### config.mk
export PLATFORM = sky130hd
export DESIGN_NAME = score_leaderboard_flat
export DESIGN_NICKNAME = d
export VERILOG_FILES = /design/src/rtl/score_leaderboard_if.sv /design/src/rtl/score_leaderboard.sv /design/src/flat_wrapper.sv
export SDC_FILE = /design/constraint.sdc
export NUM_CORES = 1
export LEC_CHECK = 0
export CAP_MARGIN = 20
export CORE_MARGIN = 3
export CORE_UTILIZATION = 59
export CTS_CLUSTER_SIZE = 30
export DETAILED_ROUTE_END_ITERATION = 16
export PLACE_DENSITY = 0.77
export SETUP_SLACK_MARGIN = 0.5
export SLEW_MARGIN = 40
export SYNTH_ARGS = -nofsm -noshare
export SYNTH_HDL_FRONTEND = slang
export SYNTH_SLANG_ARGS = --single-unit
export TNS_END_PERCENT = 50
### constraint.sdc
create_clock -name clk -period 5.8 [get_ports clk]
set_clock_uncertainty 0.05 [all_clocks]
set_input_delay 0.58 -clock clk [delete_from_list [all_inputs] [get_ports clk]]
set_output_delay 0.58 -clock clk [all_outputs]
set_load 0.05 [all_outputs]
### src/rtl/score_leaderboard_if.sv
// Submission / completion / rank-read bundle for score_leaderboard.
// master: the side issuing submissions and reads; slave: the leaderboard.
interface score_leaderboard_if #(
    parameter int N_ENTRIES    = 8,
    parameter int ID_DIGITS    = 4,
    parameter int SCORE_DIGITS = 2
);
    localparam int RANK_W = $clog2(N_ENTRIES);

    logic                      submit;
    logic                      is_guest;
    logic [4*ID_DIGITS-1:0]    sub_id;
    logic [4*SCORE_DIGITS-1:0] sub_score;
    logic                      clear;
    logic                      busy;
    logic                      done;
    logic                      inserted;
    logic [RANK_W-1:0]         ins_rank;
    logic [RANK_W-1:0]         rank_sel;
    logic                      rank_valid;
    logic [4*ID_DIGITS-1:0]    rank_id;
    logic [4*SCORE_DIGITS-1:0] rank_score;

    modport master (
        output submit, is_guest, sub_id, sub_score, clear, rank_sel,
        input  busy, done, inserted, ins_rank, rank_valid, rank_id, rank_score
    );

    modport slave (
        input  submit, is_guest, sub_id, sub_score, clear, rank_sel,
        output busy, done, inserted, ins_rank, rank_valid, rank_id, rank_score
    );
endinterface

### src/rtl/score_leaderboard.sv
// Sorted top-N (player ID, BCD score) table. One submission at a time:
// CHECK validates BCD, SCAN finds the insertion rank (ties rank below),
// SHIFT pushes lower entries down one slot per cycle, WRITE places the entry.
// Completion is always at a fixed edge per outcome, independent of rank.
// Optional build macro SCORE_LEADERBOARD_GUEST_FILTER_EN rejects guest
// submissions in CHECK.
module score_leaderboard #(
    parameter int N_ENTRIES    = 8,
    parameter int ID_DIGITS    = 4,
    parameter int SCORE_DIGITS = 2
) (
    input logic                clk,
    input logic                rst,
    score_leaderboard_if.slave bus
);
    localparam int RANK_W   = $clog2(N_ENTRIES);
    localparam int ID_W     = 4 * ID_DIGITS;
    localparam int SC_W     = 4 * SCORE_DIGITS;
    localparam int RD_DEPTH = 1 << RANK_W;
    localparam logic [RANK_W-1:0] LAST = RANK_W'(N_ENTRIES - 1);

    typedef enum logic [2:0] {IDLE, CHECK, SCAN, SHIFT, WRITE, DONE} state_t;
    state_t state, nextState;

    logic [N_ENTRIES-1:0]           slotValid;
    logic [N_ENTRIES-1:0][ID_W-1:0] slotId;
    logic [N_ENTRIES-1:0][SC_W-1:0] slotScore;

    logic [ID_W-1:0]   newId;
    logic [SC_W-1:0]   newScore;
    logic [RANK_W-1:0] scanIdx;
    logic [RANK_W-1:0] shiftIdx;
    logic [RANK_W-1:0] hitIdx;
    logic              insFlag;
    logic              hit;
    logic              guestReject;

    logic              busyC, doneC, insertedC;
    logic [RANK_W-1:0] insRankC;

    // True when every nibble is a legal BCD digit.
    function automatic logic isBcd(input logic [ID_W+SC_W-1:0] v);
        logic ok;
        ok = 1'b1;
        for (int k = 0; k < (ID_W + SC_W) / 4; k++) begin
            if (v[4*k +: 4] > 4'd9) ok = 1'b0;
        end
        return ok;
    endfunction

`ifdef SCORE_LEADERBOARD_GUEST_FILTER_EN
    logic newGuest;

    // Guest flag is captured with the submission so CHECK sees a stable value.
    always_ff @(posedge clk or negedge rst) begin
        if (!rst)                                          newGuest <= 1'b0;
        else if (state == IDLE && !bus.clear && bus.submit) newGuest <= bus.is_guest;
    end

    assign guestReject = newGuest;
`else
    logic unusedGuest;
    assign unusedGuest = bus.is_guest;
    assign guestReject = 1'b0;
`endif

    // An empty slot or a strictly lower score is where the new entry goes.
    assign hit = !slotValid[scanIdx] || (slotScore[scanIdx] < newScore);

    // State register.
    always_ff @(posedge clk or negedge rst) begin
        if (!rst) state <= IDLE;
        else      state <= nextState;
    end

    // Next-state and handshake outputs.
    always_comb begin
        nextState = state;
        busyC     = (state != IDLE);
        doneC     = 1'b0;
        insertedC = 1'b0;
        insRankC  = '0;
        case (state)
            IDLE:  if (!bus.clear && bus.submit) nextState = CHECK;
            CHECK: nextState = (!isBcd({newId, newScore}) || guestReject) ? DONE : SCAN;
            SCAN: begin
                if (hit)                  nextState = (scanIdx == LAST) ? WRITE : SHIFT;
                else if (scanIdx == LAST) nextState = DONE;
            end
            SHIFT: if (shiftIdx == hitIdx + 1'b1) nextState = WRITE;
            WRITE: nextState = DONE;
            DONE: begin
                nextState = IDLE;
                doneC     = 1'b1;
                insertedC = insFlag;
                insRankC  = insFlag ? hitIdx : '0;
            end
            default: nextState = IDLE;
        endcase
    end

    // Table and working registers; the table only changes in IDLE (clear),
    // SHIFT and WRITE.
    always_ff @(posedge clk or negedge rst) begin
        if (!rst) begin
            slotValid <= '0;
            slotId    <= '0;
            slotScore <= '0;
            newId     <= '0;
            newScore  <= '0;
            scanIdx   <= '0;
            shiftIdx  <= '0;
            hitIdx    <= '0;
            insFlag   <= 1'b0;
        end else begin
            case (state)
                IDLE: begin
                    if (bus.clear) begin
                        slotValid <= '0;
                    end else if (bus.submit) begin
                        newId    <= bus.sub_id;
                        newScore <= bus.sub_score;
                        hitIdx   <= '0;
                        insFlag  <= 1'b0;
                    end
                end
                CHECK: scanIdx <= '0;
                SCAN: begin
                    if (hit) begin
                        hitIdx   <= scanIdx;
                        shiftIdx <= LAST;
                    end else begin
                        scanIdx <= scanIdx + 1'b1;
                    end
                end
                SHIFT: begin
                    slotValid[shiftIdx] <= slotValid[shiftIdx - 1'b1];
                    slotId[shiftIdx]    <= slotId[shiftIdx - 1'b1];
                    slotScore[shiftIdx] <= slotScore[shiftIdx - 1'b1];
                    shiftIdx            <= shiftIdx - 1'b1;
                end
                WRITE: begin
                    slotValid[hitIdx] <= 1'b1;
                    slotId[hitIdx]    <= newId;
                    slotScore[hitIdx] <= newScore;
                    insFlag           <= 1'b1;
                end
                default: ;
            endcase
        end
    end

    // Read view padded to a power of two so out-of-range ranks read as empty
    // without a compare; empty slots read as all-zero.
    logic [RD_DEPTH-1:0]           rdValid;
    logic [RD_DEPTH-1:0][ID_W-1:0] rdId;
    logic [RD_DEPTH-1:0][SC_W-1:0] rdScore;

    for (genvar g = 0; g < RD_DEPTH; g++) begin : gRd
        if (g < N_ENTRIES) begin : gSlot
            assign rdValid[g] = slotValid[g];
            assign rdId[g]    = slotValid[g] ? slotId[g]    : '0;
            assign rdScore[g] = slotValid[g] ? slotScore[g] : '0;
        end else begin : gPad
            assign rdValid[g] = 1'b0;
            assign rdId[g]    = '0;
            assign rdScore[g] = '0;
        end
    end

    logic            rankValidQ;
    logic [ID_W-1:0] rankIdQ;
    logic [SC_W-1:0] rankScoreQ;

    // Registered rank read for the display path.
    always_ff @(posedge clk or negedge rst) begin
        if (!rst) begin
            rankValidQ <= 1'b0;
            rankIdQ    <= '0;
            rankScoreQ <= '0;
        end else begin
            rankValidQ <= rdValid[bus.rank_sel];
            rankIdQ    <= rdId[bus.rank_sel];
            rankScoreQ <= rdScore[bus.rank_sel];
        end
    end

    assign bus.busy       = busyC;
    assign bus.done       = doneC;
    assign bus.inserted   = insertedC;
    assign bus.ins_rank   = insRankC;
    assign bus.rank_valid = rankValidQ;
    assign bus.rank_id    = rankIdQ;
    assign bus.rank_score = rankScoreQ;
endmodule

### src/flat_wrapper.sv
// flat-port wrapper written by rule: the top's interface ports become plain ports
module score_leaderboard_flat 
#(
    parameter int N_ENTRIES    = 8,
    parameter int ID_DIGITS    = 4,
    parameter int SCORE_DIGITS = 2
)
  (clk, rst, bus_submit, bus_is_guest, bus_sub_id, bus_sub_score, bus_clear, bus_rank_sel, bus_busy, bus_done, bus_inserted, bus_ins_rank, bus_rank_valid, bus_rank_id, bus_rank_score);
  score_leaderboard_if #(.N_ENTRIES(N_ENTRIES), .ID_DIGITS(ID_DIGITS), .SCORE_DIGITS(SCORE_DIGITS)) bus_i ();
  input logic clk;
  input logic rst;
  input wire logic [$bits(bus_i.submit)-1:0] bus_submit;
  input wire logic [$bits(bus_i.is_guest)-1:0] bus_is_guest;
  input wire logic [$bits(bus_i.sub_id)-1:0] bus_sub_id;
  input wire logic [$bits(bus_i.sub_score)-1:0] bus_sub_score;
  input wire logic [$bits(bus_i.clear)-1:0] bus_clear;
  input wire logic [$bits(bus_i.rank_sel)-1:0] bus_rank_sel;
  output wire logic [$bits(bus_i.busy)-1:0] bus_busy;
  output wire logic [$bits(bus_i.done)-1:0] bus_done;
  output wire logic [$bits(bus_i.inserted)-1:0] bus_inserted;
  output wire logic [$bits(bus_i.ins_rank)-1:0] bus_ins_rank;
  output wire logic [$bits(bus_i.rank_valid)-1:0] bus_rank_valid;
  output wire logic [$bits(bus_i.rank_id)-1:0] bus_rank_id;
  output wire logic [$bits(bus_i.rank_score)-1:0] bus_rank_score;
  assign bus_i.submit = bus_submit;
  assign bus_i.is_guest = bus_is_guest;
  assign bus_i.sub_id = bus_sub_id;
  assign bus_i.sub_score = bus_sub_score;
  assign bus_i.clear = bus_clear;
  assign bus_i.rank_sel = bus_rank_sel;
  assign bus_busy = bus_i.busy;
  assign bus_done = bus_i.done;
  assign bus_inserted = bus_i.inserted;
  assign bus_ins_rank = bus_i.ins_rank;
  assign bus_rank_valid = bus_i.rank_valid;
  assign bus_rank_id = bus_i.rank_id;
  assign bus_rank_score = bus_i.rank_score;
  score_leaderboard #(.N_ENTRIES(N_ENTRIES), .ID_DIGITS(ID_DIGITS), .SCORE_DIGITS(SCORE_DIGITS)) u_core (.clk(clk), .rst(rst), .bus(bus_i));
endmodule
; Word level (Yosys, flattened, before mapping)
; Index checks and enable logic that the tools add are counted.
[op_classes]
mux = 82
add_sub_neg = 3
n_lt_le_gt_ge = 14
n_reduce_logical = 21
eq_ne = 15
bitwise = 2
[ops]
columns = operator, count
row1 = $bwmux 128, 2
row2 = $pmux 128 s2, 1
row3 = $mux 16, 12
row4 = $bwmux 64, 2
row5 = $pmux 64 s2, 1
row6 = $mux 8, 14
row7 = $bmux 16 s3, 2
row8 = $demux 16 s3, 2
row9 = $bmux 8 s3, 3
row10 = $demux 8 s3, 2
row11 = $mux 3, 13
row12 = $gt 4x4->1 const B, 6
row13 = $pmux 8 s3, 1
row14 = $lt 3x4->1 const B, 5
row15 = $pmux 3 s2, 3
row16 = $mux 1, 16
row17 = $pmux 3 s5, 1
row18 = $reduce_bool 2->1, 5
row19 = $bmux 1 s3, 3
row20 = $eq 3x3->1 const B, 3
row21 = $reduce_and 3->1, 3
row22 = $bwmux 8, 1
row23 = $lt 8x8->1, 1
row24 = $ne 2x2->1 const B, 4
row25 = 19 further kinds, 31
[totals]
register_bits = 262
wordCells = 164
out_inout_bits = 31
in_bits = 32

; Depth between registers and ports, before layout
[logic_depth]
word_depth = 10
depth_mapped = 11
mapped_depth_nobuf = 9

; Worst setup path before layout
; No wires, ideal clock.
[synth_timing]
kind = reg-to-reg
startpoint = register u_core.scanIdx[1]
endpoint = register u_core.scanIdx[1]
stages_incl_launch_ff = 12
slack_ps = 2682
synth_period_minus_slack_ps = 3118
t_arrival_ps = 2943
n_path_buf = 2
setup_ps = 125
t_required_ps = 5625
path_cell_list = dfrtp_1 > buf_6 > buf_2 > mux4_2 > nand2_1 > nand2_1 > ha_1 > nand2_1 > o21ai_0 > o21ai_1 > nor3_2 > mux2_4
[synth_between]
elab_chain_cells = 6
word_cells_on_any_way = 12
cone_classes = add/sub: 1 / order compare: 1 / eq/ne: 1 / mux: 6 / reduce/logical: 3
[synth_lines]
columns = element, line
row1 = start: declaration, score_leaderboard.sv:31  ; logic [RANK_W-1:0] scanIdx;
row2 = start signal: assignment, score_leaderboard.sv:133  ; scanIdx <= scanIdx + 1'b1;
row3 = $bmux 8 s3 or $bmux 1 s3 (tied branches), score_leaderboard.sv:68  ; assign hit = !slotValid[scanIdx] || (slotScore[scanIdx] < newScore);
row4 = $mux 8 (not written as such) or $mux 1 (tied branches), score_leaderboard.sv:68
row5 = $lt 8x8->1 or $logic_not 1->1 (tied branches), score_leaderboard.sv:68
row6 = $logic_or 1x1->1, score_leaderboard.sv:68
row7 = $ne 2x2->1 (no source line), -
row8 = $reduce_and 2->1 (no source line), -
; Parallel ways exist; a longest one is shown, timed or not. The select of a mux whose other input is x is not followed.
; A chain may end at the register's enable or synchronous reset.

; Worst setup path after layout
[layout_timing]
startpoint = register u_core.scanIdx[1]
endpoint = register u_core.scanIdx[2]
; Same word-level chain as after synthesis.

==> impl_metrics.tcl <==
set metrics [dict create \
    num_rows 57 \
    crit_start "u_core.scanIdx[1]" \
    rr_startpoint "u_core.scanIdx[1]" \
    die_h_um 165 \
    drt_iter0_drc 2179 \
    yosysSeqAreaShare_pct 43.9 \
    dp_cells 1657 \
    synth_fp_nets 1424 \
    nets 1410 \
    placement.io_buffers 61 \
    p_per_area_nw_per_um2 505 \
    run_status "finished, final reports clean" \
    worstPathMaxFanout 12 \
    cpLargestDelayFamily "multiplexers" \
    cts.sink_count 262 \
    synth_seq_cells 262 \
    cts_tree "yes" \
    clkTransAtPathRegs_ns 0.06 \
    cts_buffer_depth 3 \
    slew_headroom_pct 35.4 \
    critPathKind "flop to flop" \
    fin_crit_ns 3.62 \
    dp_hpwl_mm 29.2 \
    viasPerCell 7.85 \
    cts_buffers 29 \
    hold_viol_final 0 \
    grt_pass1_wl_mm 78.3 \
    drv_slew 0 \
    rrSetupSlack_ns 2.18 \
    path_common_cell "nand2_1" \
    cp.required_ns 6.18 \
    tightestPinTransition_ns 0.968 \
    max_stage_delay_ns 0.66 \
    path_cells "mux4_2 -> nand2_1 -> nand2_1 -> ha_1 -> nand2_1 -> o21ai_0 -> o21ai_1 -> nor3_2 -> mux2_4" \
    hp-start "u_core.insFlag" \
    antenna_found_initial 0 \
    routedWlPerCell_um 30.1 \
    grt-ovfl-total 0 \
    yosysUniqueCellTypes 61 \
    leakage_nw 6.68 \
    die_w_um 165 \
    htreeDepth 1 \
    async_flop_share_pct 100 \
    cp-end-kind "flop" \
    place_congestion 0.889 \
    grt_max_degree 99 \
    slowest_stage "dfrtp_2" \
    fin_crit_sh_pct 62.3 \
    final_common_cell "dfrtp_1" \
    setup_tns_ns 0 \
    rsz0062_at_grt "false" \
    highest_layer "met4" \
    clock.fmax_mhz 277 \
    drv_cap 0 \
    grt_use_total_pct 38.1 \
    vias 13450 \
    avgSynthCellArea_um2 10.8 \
    met3_length_mm 7.39 \
    post_cts_buffers 0 \
    antenna_left 0 \
    drc 0 \
    final_cells 1713 \
    syn-instance-count 1381 \
    root_buffer "clkbuf_16" \
    ys.flop_type "dfrtp_1" \
    synth_edf_count 0 \
    syn2layout_area_growth_pct 13.3 \
    path_buf_inv 0 \
    dr_wl_met2_mm 22.5 \
    first_pass_iters 5 \
    synth_area_um2 14900 \
    drt-met1-wl_mm 18.2 \
    grt_pass1_vias 13235 \
    ir_drop_mv 0.386 \
    io-pin-count 63 \
    yosys_warnings 0 \
    wirelength_mm 51.6 \
    antenna_cells 0 \
    cp-start-kind "flop" \
    drive_above_1_share_pct 17.0 \
    die-area_um2 27200 \
    initial_utilization_pct 60.6 \
    cp.arrival_ns 4.00 \
    min-delay-path-class "flop to flop" \
    setup_viol 0 \
    coreArea_um2 24600 \
    layout_common_cells "dfrtp_1 (260), a22oi_1 (115), nand2_1 (100), o21a_1 (99), o221ai_1 (97)" \
    clock_latency_ns 0.56 \
]
[cell type report]
type	count	area, um^2
fillers	1854	7700
inverters	15	56.3
repair buffers	106	1100
clock inverters	15	105
multi-input cells	953	7870
flip-flops and latches	262	6560
clock buffers	38	800
well taps	324	405
[repair_timing]
action,CTS,global route
resized for setup,0,0
hold buffers,1,0
endpoints found under the hold margin,58,0
[cells in the mapped netlist, drive strengths merged (2+ instances only)]
cell type / n / area share (%)
dfrtp: 262 / 44
a22oi: 115 / 5.8
o21ai: 114 / 3.8
clkbuf: 113 / 2.8
nand2: 100 / 2.5
o21a: 99 / 5.0
o221ai: 97 / 5.7
mux4: 68 / 10
a21oi: 63 / 2.1
a221oi: 48 / 2.8
nor2: 40 / 1.0
buf: 38 / 1.3
a211oi: 30 / 1.5
mux2: 28 / 2.2
mux2i: 28 / 2.3
a21o: 24 / 1.2
inv: 15 / 0.38
ha: 11 / 0.92
nand3: 9 / 0.34
and2: 8 / 0.34
nor2b: 8 / 0.34
or3: 8 / 0.34
nor3: 6 / 0.31
nand2b: 5 / 0.21
o31ai: 5 / 0.25
a22o: 4 / 0.23
a2bb2oi: 3 / 0.18
and3: 3 / 0.13
xnor2: 3 / 0.18
nand3b: 2 / 0.10
nand4: 2 / 0.084
o211ai: 2 / 0.10
o32ai: 2 / 0.12
or3b: 2 / 0.12
xor2: 2 / 0.17
[sequential cells by signal, summed over array words and instances, names as in the netlist]
signal,flops
u_core.slotScore,64
u_core.bus.rank_score,8
u_core.newId,16
u_core.bus.rank_valid,1
u_core.scanIdx,3
u_core.insFlag,1
u_core.state,3
u_core.newScore,8
u_core.shiftIdx,3
u_core.hitIdx,3
u_core.slotId,128
u_core.bus.rank_id,16
u_core.rdValid,8
[logic make-up after synthesis]
kind of cell	synth area share, %
AOI/OAI and AO/OA	29.2
and+or+nand+nor	6.21
DFF	43.9
adders and majority gates	0.922
xor gates and xnor gates	0.344
muxes	14.8
buffers and inverters	4.55
[where the power goes]
part	internal (W)	switching, W
clock	0.00101	0.000769
combinational	0.00151	0.00202
sequential	0.00244	0.000778
[path summary, 6_finish.rpt]
| path | end | depth (start not counted) |
|---|---|---|
| setup / recovery | u_core.scanIdx[2] | 9 |
| hold / removal | u_core.insFlag | 2 |
| setup reg to reg | u_core.scanIdx[2] | 9 |
| hold reg to reg | u_core.insFlag | 2 |
| max in group asynchronous | u_core.slotId[66] | 3 |
| min in group asynchronous | u_core.scanIdx[2] | 2 |
[worst register-to-register path, stage by stage (launching register included)]
cell and delay (ns):
dfrtp_2 0.66, mux4_2 0.59, nand2_1 0.08, nand2_1 0.07
ha_1 0.28, nand2_1 0.09, o21ai_0 0.57, o21ai_1 0.32
nor3_2 0.44, mux2_4 0.34
[metal layers]
layer	up-vias	global-route usage, %
met4	0	22.1
met1	6532	51.9
met3	287	10.9
li1	5437	-
met2	1194	54.6
met5	-	0
[through the flow]
stage / utilization [%] / instance area [um^2] / hold slack (ns) / total power [W] / setup WS [ns]
4_1_cts: 68.5 / 16900 / 0.453 / 0.00840 / 1.99
2_1_floorplan: - / 14900 / 0.234 / 0.00546 / 2.68
3_5_place_dp: 64.8 / 15900 / 0.439 / 0.00662 / 2.01
3_3_place_gp: 63.9 / 15700 / 0.408 / 0.00644 / 2.07
6_report: 68.7 / 16900 / 0.452 / 0.00854 / 2.18
5_1_grt: 68.7 / 16900 / 0.479 / 0.00892 / 2.01
Power figures use the tool's default switching activity.
